`src/rtl/hpu_job_sched.sv`:
```
// Job sequencer for the HPU datapath: runs item generation, a settle gap, then the stream run.
// Optional HPU_JOB_WDOG_EN adds a RUN-phase inactivity watchdog with a sticky timeout output.
module hpu_job_sched #(
  parameter int NUM_W   = 16,
  parameter int GAP_CYC = 2,
  parameter int WDOG_W  = 20
) (
  input  logic             clk,
  input  logic             rst,
  input  logic             start,
  input  logic             abort,
  input  logic             clr_done,
  input  logic [NUM_W-1:0] item_num,
  input  logic             get_fin,
  input  logic             get_v,
  input  logic             dst_valid,
  input  logic             dst_ready,
  input  logic             dst_last,
  output logic             gen,
  output logic             run,
  output logic [NUM_W-1:0] item_a,
  output logic             busy,
  output logic             done,
  output logic             aborted,
  output logic [2:0]       phase,
`ifdef HPU_JOB_WDOG_EN
  output logic             timeout,
`endif
  output logic [31:0]      cycles
);

  localparam logic [2:0] S_IDLE = 3'd0;
  localparam logic [2:0] S_GEN  = 3'd1;
  localparam logic [2:0] S_GAP  = 3'd2;
  localparam logic [2:0] S_RUN  = 3'd3;
  localparam logic [2:0] S_DONE = 3'd4;
  localparam logic [3:0] GAP_LAST = 4'(GAP_CYC - 1);

  if (GAP_CYC < 1 || GAP_CYC > 15 || WDOG_W < 2) begin : g_param_check
    $error("hpu_job_sched: parameter out of range");
  end

  logic [2:0]       state;
  logic [NUM_W-1:0] num_q;
  logic [3:0]       gap_cnt;
  logic             fin_seen;
  logic             last_seen;
  logic             hs;
  logic             fin_now;
  logic             last_now;
  logic             accept;
  logic             kill;

  assign hs       = dst_valid & dst_ready;
  assign fin_now  = fin_seen | get_fin;
  assign last_now = last_seen | (hs & dst_last);
  assign accept   = (state == S_IDLE) & start;
  assign phase    = state;

`ifdef HPU_JOB_WDOG_EN
  logic [WDOG_W-1:0] wdog;
  logic              wd_hit;

  assign wd_hit = (state == S_RUN) & (&wdog);
  assign kill   = ((state != S_IDLE) & abort) | wd_hit;

  // Any beat on either side of the datapath counts as forward progress.
  always_ff @(posedge clk) begin
    if (rst) begin
      wdog    <= '0;
      timeout <= 1'b0;
    end else begin
      if (state != S_RUN || hs || get_v) wdog <= '0;
      else                               wdog <= wdog + 1'b1;
      if (accept)        timeout <= 1'b0;
      else if (wd_hit)   timeout <= 1'b1;
      else if (clr_done) timeout <= 1'b0;
    end
  end
`else
  logic unused_in;
  assign unused_in = get_v;
  assign kill      = (state != S_IDLE) & abort;
`endif

  always_ff @(posedge clk) begin
    if (accept) num_q <= item_num;
  end

  always_ff @(posedge clk) begin
    if (rst) begin
      state     <= S_IDLE;
      gen       <= 1'b0;
      run       <= 1'b0;
      item_a    <= '0;
      busy      <= 1'b0;
      gap_cnt   <= '0;
      fin_seen  <= 1'b0;
      last_seen <= 1'b0;
    end else if (kill) begin
      state  <= S_IDLE;
      gen    <= 1'b0;
      run    <= 1'b0;
      item_a <= '0;
      busy   <= 1'b0;
    end else begin
      case (state)
        S_IDLE: if (start) begin
          state  <= S_GEN;
          gen    <= 1'b1;
          item_a <= '0;
          busy   <= 1'b1;
        end
        // Compare before increment so an all-ones count never wraps item_a.
        S_GEN: if (item_a == num_q) begin
          gen     <= 1'b0;
          item_a  <= '0;
          gap_cnt <= '0;
          state   <= S_GAP;
        end else begin
          item_a <= item_a + 1'b1;
        end
        S_GAP: if (gap_cnt == GAP_LAST) begin
          run       <= 1'b1;
          fin_seen  <= 1'b0;
          last_seen <= 1'b0;
          state     <= S_RUN;
        end else begin
          gap_cnt <= gap_cnt + 1'b1;
        end
        S_RUN: begin
          fin_seen  <= fin_now;
          last_seen <= last_now;
          if (fin_now && last_now) begin
            run   <= 1'b0;
            state <= S_DONE;
          end
        end
        S_DONE: begin
          busy  <= 1'b0;
          state <= S_IDLE;
        end
        default: state <= S_IDLE;
      endcase
    end
  end

  // Sticky status: a same-cycle set beats clr_done.
  always_ff @(posedge clk) begin
    if (rst) begin
      done    <= 1'b0;
      aborted <= 1'b0;
      cycles  <= '0;
    end else if (accept) begin
      done    <= 1'b0;
      aborted <= 1'b0;
      cycles  <= '0;
    end else begin
      if (busy && cycles != 32'hFFFF_FFFF) cycles <= cycles + 32'd1;
      if (kill)          aborted <= 1'b1;
      else if (clr_done) aborted <= 1'b0;
      if (state == S_DONE && !kill) done <= 1'b1;
      else if (clr_done)            done <= 1'b0;
    end
  end

endmodule

```
`config.mk`:
```
export PLATFORM = sky130hd
export DESIGN_NAME = hpu_job_sched
export DESIGN_NICKNAME = d
export VERILOG_FILES = /design/src/rtl/hpu_job_sched.sv
export SDC_FILE = /design/constraint.sdc
export NUM_CORES = 1
export LEC_CHECK = 0
export ABC_AREA = 1
export ABC_CLOCK_PERIOD_IN_PS = 4600
export CORE_MARGIN = 5
export CORE_UTILIZATION = 58
export CTS_BUF_LIST = sky130_fd_sc_hd__clkbuf_8
export CTS_CLUSTER_DIAMETER = 60
export DETAILED_ROUTE_END_ITERATION = 6
export HOLD_SLACK_MARGIN = 0.08
export PLACE_DENSITY = 0.87
export SYNTH_ARGS = -nofsm -noshare
export SYNTH_HDL_FRONTEND = slang
export SYNTH_SLANG_ARGS = --single-unit
```
`constraint.sdc`:
```
create_clock -name clk -period 4.6 [get_ports clk]
set_clock_uncertainty 0.2 [all_clocks]
set_input_delay 1.38 -clock clk [delete_from_list [all_inputs] [get_ports clk]]
set_output_delay 1.38 -clock clk [all_outputs]
set_load 0.01 [all_outputs]
```
==> results_dict.tcl, run 1 <==
set metrics [dict create \
    area_growth_pct 22.98 \
    top_usage_layer "met2" \
    track_usage 0.2509 \
    clk_latency_ps 360 \
    synth_top_area_frac 0.2871 \
    grtUsageMet3 0.04378 \
    ys_types 38 \
    seq_area_frac_synth 0.3983 \
    die-width_um 96.33 \
    cts_buffers 9 \
    hold_buffers 0 \
    yosys-top-cells-area "dfxtp_1 29%, nand2_1 15%, edfxtp_1 11%" \
    synth_top_family_by_area "simple AND/OR/NAND/NOR gates" \
    yosys-mux-area-fraction 0 \
    io_buffers 80 \
    postRouteAntennaNets 0 \
    ys.warnings.count 0 \
    nNetsFinal 740 \
    synth_adder_area_share 0.01158 \
    cts_post_setup_buffers_inserted 0 \
    vdd.ir_drop.worst_v 0.0003090 \
    slowest_stage "clkdlybuf4s50_1" \
    drt-vias-per-instance 5.291 \
    fmax_mhz 326.0 \
    antenna_cells 0 \
    ctsResizeCount 0 \
    critPathKind "flop to primary output" \
    ioPinCount 82 \
    crit_buf_inv 1 \
    die_h_um 96.33 \
    maxCapViolations 0 \
    ys_ff_latch 78 \
    globalRoute.totalOverflow 0 \
    synth-compound-area-share 0.09233 \
    grt_pass1_vias 4097 \
    antenna_found_initial 0 \
    syn_area_um2 4323 \
    status "complete, no violations" \
    dieArea_um2 9279 \
    tns_ps 0 \
    grt_setup_unrepaired "no" \
    power.density_nw_per_um2 354.1 \
    drt-pass1-iter-count 5 \
    wirelength_mm 11.12 \
    drt-initial-drc-count 326 \
    htree_levels 3 \
    start_util 0.5960 \
    clock_path_buffers 2 \
    crit_fanout 7 \
    met1_usage 0.3230 \
    syn_nets 658 \
    start_kind "flop" \
    end_kind "primary output" \
    hpwl_mm 8.208 \
    synthSimpleGateAreaFrac 0.3731 \
    grt_util_met2 0.4186 \
    synthXorXnorAreaFrac 0.02026 \
    yosysTopAreaCell "dfxtp_1" \
    row_count 31 \
    clock-root-buffer "clkbuf_8" \
    cp_cell_sequence "clkdlybuf4s50_1" \
    num_vias 4307 \
    fin_crit_sh 0.6669 \
    post-route-util 0.7330 \
    cts_tree "built" \
    setup_violations 0 \
    syn_inst 628 \
    period_needed_ps 3068 \
    drive_gt1_frac 0.08392 \
    drc 0 \
    clkTransAtPathRegs_ps 80 \
    crit_arrival_ps 1490 \
    tightest_slew_ps 952.5 \
    finalHoldViolCount 0 \
    hold_path.class "flop to flop" \
    core_area_um2 7253 \
    routabilityCongestion 0.8801 \
    routedWlPerCell_um 13.66 \
    power.leakage_nw 1.961 \
    cts.sinks 78 \
    syn_avg_cell_area_um2 6.884 \
    slowest_delay_ps 600 \
    cpLargestDelayFamily "buffers and inverters" \
    required_ps 3020 \
    slew_headroom 0.3650 \
    maxSlewViolCount 0 \
    grt_pass1_wl_mm 18.27 \
    grt_max_degree 40 \
]
## logic make-up (layout without fill, tap and decap cells)
group	Yosys count	after routing
xor gates and xnor gates	10	10
AOI/OAI and AO/OA	72	72
and+or+nand+nor	361	361
buffers and inverters	103	190
DFF	78	78
adders and majority gates	4	4
## cells in the mapped netlist, drive strengths merged
| master | number |
|---|---|
| nor3 | 28 |
| inv | 93 |
| dfxtp | 62 |
| a21oi | 36 |
| or2 | 2 |
| nand4 | 10 |
| nand3b | 2 |
| o31ai | 1 |
| nor2 | 98 |
| nor3b | 2 |
| ha | 4 |
| o211ai | 2 |
| xor2 | 8 |
| a31oi | 2 |
| nor4 | 1 |
| o21ai | 29 |
| edfxtp | 16 |
| nand3 | 32 |
| buf | 10 |
| xnor2 | 2 |
| o2111ai | 1 |
| nand2 | 186 |
| o21a | 1 |
## cell type report
class | instances | area [µm²]
Sequential cell | 78 | 1722
Tap cell | 99 | 123.9
Multi-Input combinational cell | 447 | 2150
Inverter | 93 | 349.1
Timing Repair Buffer | 81 | 808.3
Clock inverter | 7 | 40.04
Fill cell | 591 | 1937
Clock buffer | 9 | 123.9
## registers in the layout, summed over array words and instances (netlist names)
signal and flops:
phase 3, run 1, num_q 16, item_a 16, gen 1, fin_seen 1
gap_cnt 4, done 1, aborted 1, last_seen 1, cycles 32, busy 1
## metal layers
layer  share of wire  wire length (µm)
met5               0                 0
met2            0.48              5309
met4           0.022               248
met3           0.061               679
met1            0.44              4879
## power breakdown
part / switching, mW / internal [mW]
Sequential: 0.0636 / 0.785
Combinational: 0.399 / 0.180
Clock: 0.263 / 0.192
## worst reg2reg max path, cell delays in order (launching register included)
cell and delay, ps:
dfxtp_1 410, ha_1 220, nand3_2 130, nor2_4 140, nand3_2 140, nor2_4 190, nand2_2 90, nand2_4 310
inv_2 230, nand3_1 150, nand2_1 60, nand2_1 50, nor2_1 40
## metrics by stage
stage	worst slack, ps	std cells	power, mW	area (µm²)	hold slack, ps
after global routing	1378	814	1.993	5316	305.2
after CTS	1523	814	1.878	5316	260.1
after floorplan	1915	628	1.287	4323	228.9
after global placement	1232	798	1.407	5152	238.4
after detailed placement	1178	798	1.431	5152	248.6
final	1532	814	1.883	5316	259.5
## final timing paths
path	startpoint	slack, ps	to	cells after the start
hold / removal	last_seen	260	last_seen	2
hold reg to reg	last_seen	260	last_seen	2
setup reg to reg	cycles[0]	2130	cycles[29]	12
setup / recovery	phase[1]	1530	phase[1]	1
## cells in the final DEF (no fill, tap or decap), drive strengths merged, types with 6 or more instances in the layout
| cell type | count |
|---|---|
| a21oi | 36 |
| clkbuf | 9 |
| clkdlybuf4s50 | 80 |
| clkinv | 6 |
| dfxtp | 62 |
| edfxtp | 16 |
| inv | 94 |
| nand2 | 186 |
| nand3 | 32 |
| nand4 | 10 |
| nor2 | 98 |
| nor3 | 28 |
| o21ai | 29 |
| xor2 | 8 |
Note: power is estimated with default switching activity, not from simulation.
==> run 2: changes to the inputs <==
ABC_CLOCK_PERIOD_IN_PS = 3200   (was 4600)
CORE_UTILIZATION = 54   (was 58)
PLACE_DENSITY = 0.81   (was 0.87)
clock period = 3.2 ns   (was 4.6 ns; I/O delays follow)
==> results_dict.tcl, run 2 (same netlist as run 1, synthesis figures left out) <==
set metrics [dict create \
    pwr-share-clk 0.307 \
    wirelength_mm 10.47 \
    crit_fanout 7 \
    dieArea_um2 9894 \
    hold_buffers 0 \
    cts_tree "built" \
    clkTransAtPathRegs_ps 90 \
    postRouteAntennaNets 0 \
    routedWlPerCell_um 12.76 \
    globalRoute.totalOverflow 0 \
    status "complete, no violations" \
    critPathKind "flop to primary output" \
    grt_pass1_vias 3794 \
    setup_violations 0 \
    largest_reg_flops 32 \
    cpLargestDelayFamily "buffers and inverters" \
    row_count 32 \
    p_sw_mw 1.047 \
    tightest_slew_ps 654.1 \
    required_ps 2040 \
    top_regs "cycles (32), item_a (16), num_q (16)" \
    ioPinCount 82 \
    io_buffers 80 \
    p_seq_frac 0.411 \
    final.setup.worst_slack_ps 574.8 \
    drt-pass1-iter-count 5 \
    final_cell_mix "177 x nand2_1, 86 x inv_1, 86 x nor2_1, 80 x clkdlybuf4s50_1, 62 x dfxtp_1" \
    die-width_um 99.47 \
    dp_slack_ps 415.6 \
    start_util 0.5565 \
    fin_crit_sh 0.8204 \
    cp_cell_sequence "clkdlybuf4s50_1" \
    clk_latency_ps 350 \
    nNetsFinal 743 \
    num_vias 4165 \
    ctsResizeCount 0 \
    cts_post_setup_buffers_inserted 0 \
    vdd.ir_drop.worst_v 0.0003842 \
    fmax_mhz 380.9 \
    maxSlewViolCount 0 \
    power.leakage_nw 2.011 \
    finalHoldViolCount 0 \
    grt_max_degree 40 \
    period_needed_ps 2625 \
    cts_buffers 9 \
    drc 0 \
    switching_share 0.3524 \
    slowest_stage "clkdlybuf4s50_1" \
    clock_path_buffers 2 \
    clock-root-buffer "clkbuf_8" \
    antenna_found_initial 0 \
    core_area_um2 7767 \
    end_kind "primary output" \
    start_kind "flop" \
    power.density_nw_per_um2 547.8 \
    maxCapViolations 0 \
    crit_arrival_ps 1470 \
    drive_gt1_frac 0.09053 \
    grt_pass1_wl_mm 17.54 \
    track_usage 0.2142 \
    hold_path.class "flop to flop" \
    top_register "cycles" \
    grt_setup_unrepaired "no" \
    drt-vias-per-instance 5.079 \
    crit_buf_inv 1 \
    slew_headroom 0.5635 \
    intPower_mw 1.924 \
    slowest_delay_ps 600 \
    tns_ps 0 \
    final_common_cell "nand2_1" \
    hpwl_mm 7.811 \
    routabilityCongestion 0.9225 \
    area_growth_pct 25.47 \
    htree_levels 3 \
    cts.sinks 78 \
    antenna_cells 0 \
    die_h_um 99.47 \
    comb_power_share 0.282 \
    drt-initial-drc-count 282 \
]
==> run 2: stage by stage <==
| step | util | power [mW] | hold slack [ps] | cells | cell area, µm² |
|---|---|---|---|---|---|
| after global routing | 0.6983 | 3.143 | 303.5 | 820 | 5424 |
| after detailed placement | 0.6667 | 2.076 | 249.2 | 804 | 5179 |
| after global placement | 0.6667 | 2.052 | 239.7 | 804 | 5179 |
| after CTS | 0.6983 | 2.978 | 261.6 | 820 | 5424 |
| after floorplan | - | 1.850 | 228.9 | 628 | 4323 |
| final | 0.6983 | 2.971 | 263.7 | 820 | 5424 |
==> run 2: final timing paths <==
path / startpoint / end / slack, ps / cells past startpoint
setup / recovery: phase[1] / phase[1] / 570 / 1
hold reg to reg: last_seen / last_seen / 260 / 2
setup reg to reg: cycles[1] / cycles[29] / 780 / 12
hold / removal: last_seen / last_seen / 260 / 2
==> run 2: power by group through the flow <==
stage | sequential (mW) | clock, mW | combinational [mW]
after floorplan | 1.24 | 0 | 0.613
after global placement | 1.24 | 0 | 0.816
after detailed placement | 1.24 | 0 | 0.835
after CTS | 1.22 | 0.918 | 0.839
after global routing | 1.24 | 0.969 | 0.939
final | 1.22 | 0.913 | 0.837
==> run 2: layout make-up <==
type | instances | area, µm²
inverters | 93 | 349.1
well taps | 102 | 127.6
clock inverters | 7 | 121.4
clock buffers | 9 | 123.9
fillers | 655 | 2344
repair buffers | 84 | 830.8
multi-input cells | 447 | 2150
flip-flops and latches | 78 | 1722
==> run 2: per-layer routing <==
layer  vias up  wire length [µm]  global-route usage
met1      1862              4798              0.2992
met2       130              4844              0.3368
met5         -                 0                   0
li1       2157                 -                   -
met3        16               668             0.03787
met4         0               153             0.06933
